`src/rtl/powlib_pipe.sv`:
```
// Elastic S-stage register pipeline with ready/valid on both sides.
// Empty stages are refilled even while the output is stalled, and flush drops every in-flight beat.
module powlib_pipe #(
  parameter int unsigned          W    = 16,
  parameter int unsigned          S    = 2,
  parameter logic [W-1:0]         INIT = '0,
  localparam int unsigned         CW   = $clog2(S+1)
) (
  input  logic          clk,
  input  logic          rst,
  input  logic [W-1:0]  in_d,
  input  logic          in_vld,
  output logic          in_rdy,
  output logic [W-1:0]  out_q,
  output logic          out_vld,
  input  logic          out_rdy,
  input  logic          flush,
  output logic [CW-1:0] cnt
);

  generate
    if (S < 1) begin : g_bad_depth
      $error("powlib_pipe: S must be at least 1");
    end
  endgenerate

  logic [W-1:0]  d_reg [S];
  logic [S-1:0]  v_reg;
  logic [S-1:0]  v_next;
  logic [S-1:0]  adv;
  logic [S-1:0]  ld;
  logic [CW-1:0] cnt_reg;
  logic [CW-1:0] cnt_next;

  // A stage may advance when it is empty or everything downstream advances.
  always_comb begin
    adv = '0;
    adv[S-1] = ~v_reg[S-1] | out_rdy;
    for (int i = int'(S) - 2; i >= 0; i--) begin
      adv[i] = ~v_reg[i] | adv[i+1];
    end
  end

  assign in_rdy = adv[0] & ~flush;

  genvar gi;
  generate
    for (gi = 0; gi < int'(S); gi++) begin : g_stage
      logic up_vld;
      logic [W-1:0] up_d;

      if (gi == 0) begin : g_head
        assign up_vld = in_vld & in_rdy;
        assign up_d   = in_d;
      end else begin : g_body
        assign up_vld = v_reg[gi-1];
        assign up_d   = d_reg[gi-1];
      end

      assign v_next[gi] = flush ? 1'b0 : (adv[gi] ? up_vld : v_reg[gi]);
      // Data only moves with a valid beat, so out_q keeps its last value between beats.
      assign ld[gi]     = ~flush & adv[gi] & up_vld;

      always_ff @(posedge clk) begin
        if (rst) begin
          d_reg[gi] <= INIT;
        end else if (ld[gi]) begin
          d_reg[gi] <= up_d;
        end
      end
    end
  endgenerate

  always_comb begin
    cnt_next = '0;
    for (int i = 0; i < int'(S); i++) begin
      cnt_next = cnt_next + CW'(v_next[i]);
    end
  end

  always_ff @(posedge clk) begin
    if (rst) begin
      v_reg   <= '0;
      cnt_reg <= '0;
    end else begin
      v_reg   <= v_next;
      cnt_reg <= cnt_next;
    end
  end

  assign out_q   = d_reg[S-1];
  assign out_vld = v_reg[S-1];
  assign cnt     = cnt_reg;

endmodule

```
`config.mk`:
```
export PLATFORM = sky130hd
export DESIGN_NAME = powlib_pipe
export DESIGN_NICKNAME = d
export VERILOG_FILES = /design/src/rtl/powlib_pipe.sv
export SDC_FILE = /design/constraint.sdc
export NUM_CORES = 1
export LEC_CHECK = 0
export CAP_MARGIN = 10
export CELL_PAD_IN_SITES_DETAIL_PLACEMENT = 0
export CELL_PAD_IN_SITES_GLOBAL_PLACEMENT = 2
export CORE_MARGIN = 1
export CORE_UTILIZATION = 34
export DETAILED_ROUTE_END_ITERATION = 12
export PLACE_DENSITY_LB_ADDON = 0.1
export REMOVE_ABC_BUFFERS = 1
export SYNTH_ARGS = -nofsm -noshare
export SYNTH_HDL_FRONTEND = slang
export SYNTH_SLANG_ARGS = --single-unit
```
`constraint.sdc`:
```
create_clock -name clk -period 2.35 [get_ports clk]
set_input_delay 0.3525 -clock clk [delete_from_list [all_inputs] [get_ports clk]]
set_output_delay 0.3525 -clock clk [all_outputs]
set_load 0.05 [all_outputs]
```
==> run summary <==
Status: finished clean
Fraction of the yosys area taken by sequential cells: 0.632
Buffer type at the clock tree root: clkbuf_8
Number of H-tree levels: 2
Area occupied by multi-input gates: 514 um2
Design Power: 1.33 mW
Overflow after GRT: 0
Period utilisation layout: 0.788
Slew Limit Headroom: 0.659
Type of the worst setup path: flop to output pin
Peak-usage layer in the global routing report: met2
Number of warnings issued by yosys: 0
Critical Path End Type: output pin
Gate count of the mapped netlist: 98
Gates resized, CTS repair: 0
Core area: 4500 um2
Sequential cell area: 1040 um2
Total GRT Usage: 0.126
Antenna violations before repair: 0
Final-stage net count: 169
Post-DP HPWL: 2160 um
Vertical die dimension: 71.6 um
Met2 Resource Use GR: 0.214
Ratio of routed vias to standard cells: 4.94
Final setup violating endpoints: 0
Main flop type after synthesis: edfxtp_1
Worst path buffer plus inverter count: 1
Unrepaired setup endpoints after global routing: no
Worst Max-Slew Pin Slew: 0.510 ns
Area of the mapped netlist: 1650 um2
Leakage power of the design: 0.730 nW
Number of placed instances, taps included: 192
Seq cells post-synth: 36
Arrival time of data at the critical path endpoint: 1.50 ns
Setup TNS: 0 ns
Hold path startpoint: v_reg[0]
Sinks on Clock Net: 36
Drc violations: 0
Initial cell density of the core: 0.366
Worst hold-check path type: flop to flop
Clock Pin Slew Worst Setup and Hold Paths: 0.07 ns
Vias: 983
Layout-stage area growth over the synthesis result: 33.8%
Number of unique standard cell types used by synthesis: 19
I/O pin count: 41
Port Buffers: 40
Width of the chip: 71.6 um
Final critical-path required period: 1.85 ns
GR Layer Usage met3: 0.0338
Die ar.: 5130 um2
First-iteration detailed-routing DRC count: 34
Inserted Clock Buffers: 5
Wire per inst: 14.5 um
Ratio of total power to cell area: 605 nW/um2
Kind of launch point of the worst setup path: flop
CTS tree: done
Hold buffer count at CTS: 0
Gpl congestion: 0.672
Number of hold violations in the final report: 0
Highest clock rate: 0.540 GHz
Cells along the critical path: clkdlybuf4s50_1
Post-CTS setup buffer count: 0
Final count of pins violating max slew: 0
Slowest CP cell: clkdlybuf4s50_1
CP top delay family: buffers and inverters
Pin count of the biggest net entering global routing: 17
Start of the worst register-to-register path: v_reg[1]
Number of enable-type register cells in the synthesized netlist: 32
Vias in the first global route: 1006
Max IR drop VDD: 0.289 mV
Number of diodes added for antenna fixing: 0
Max-cap viol count: 0
Mean instance size in the synthesized netlist: 16.8 um2
Proportion of layout cells with a drive suffix above 1: 0.279
Antenna Violating Nets Remaining: 0
Fraction of registers with async set/reset: 0
CP startpoint: v_reg[1]
Clock insertion delay at the later pin of the skew report: 0.28 ns
First drt pass iteration count: 3
Final setup slack of the worst path: 0.498 ns
Floorplan row count: 24
Max Buffers Root-to-Sink: 2
Fin cells: 199
Met1 Use GR: 0.154
Worst Path Required: 2.00 ns
Global-route wire length before repair: 4830 um
Pre-CTS setup slack: 0.528 ns
Maximum cell stage delay along the critical path: 0.83 ns
Post-route worst hold slack: 0.515 ns
Flip-flop count of the largest register, all copies and words added: 32
Fillers: 403
Worst clock skew on the final layout: 0.00389 ns
Wirelength, routed: 2880 um
Crit Path Max Fanout: 5
cell usage after synthesis, drive strengths merged (2+ instances only):
cell     n  area, um2
buf     11       82.6
o21bai   2       15.0
inv      2       7.51
edfxtp  32        961
dfxtp    4       80.1
nor2b    3       18.8
a211oi   2       15.0
nor4b   32        402
a21oi    2       10.0
nand2b   3       18.8
cell families (layout without fill, tap and decap cells):
group,after synthesis,after routing,share of synthesized area
compound gates,6,6,0.0243
flops,36,36,0.632
simple gates,41,41,0.279
buf+inv,14,63,0.0570
fa+ha+maj,1,1,0.00760
final cells by class:
cell class	count	share of cell area
clock buffer	6	0.0329
multi-input combinational	48	0.233
clock inverter	1	0.00227
sequential	36	0.472
tap	52	0.0295
inverter	2	0.00341
timing repair buffer	54	0.226
metrics by stage:
stage           util  area (um2)
3_3_place_gp   0.472        2130
5_1_grt        0.489        2200
2_1_floorplan      -        1560
3_5_place_dp   0.472        2130
6_report       0.489        2200
4_1_cts        0.489        2200
power by group:
| part | internal (mW) | switching (mW) |
|---|---|---|
| Combinational | 0.0832 | 0.105 |
| Clock | 0.201 | 0.205 |
| Sequential | 0.730 | 0.00799 |
layout by cell type, fill, tap and decap left out:
cell type         n
inv_1             2
a21oi_1           2
nor2_1            1
clkbuf_8          5
nor2b_1           2
nor4b_4           1
clkbuf_1          1
clkdlybuf4s50_1  38
nor4b_1          14
o21bai_1          2
nand3b_1          1
buf_4            15
nand2b_1          3
clkinv_2          1
dfxtp_1           4
edfxtp_1         32
a211oi_1          2
and3b_1           1
ha_1              1
buf_2             1
nor2b_2           1
nor4b_2          17
path summary, 6_finish.rpt:
check | endpoint | slack, ns | cells past startpoint
min reg2reg | v_reg[1] | 0.51 | 2
max reg2reg | d_reg[1][5] | 0.96 | 4
max | out_vld | 0.50 | 1
min | v_reg[1] | 0.51 | 2
per-layer routing:
metal,vias up,wire length (um)
li1,485,-
met1,469,1250
met2,27,1490
met3,2,119
met4,0,20
met5,-,0
Note: power is estimated with default switching activity, not from simulation.
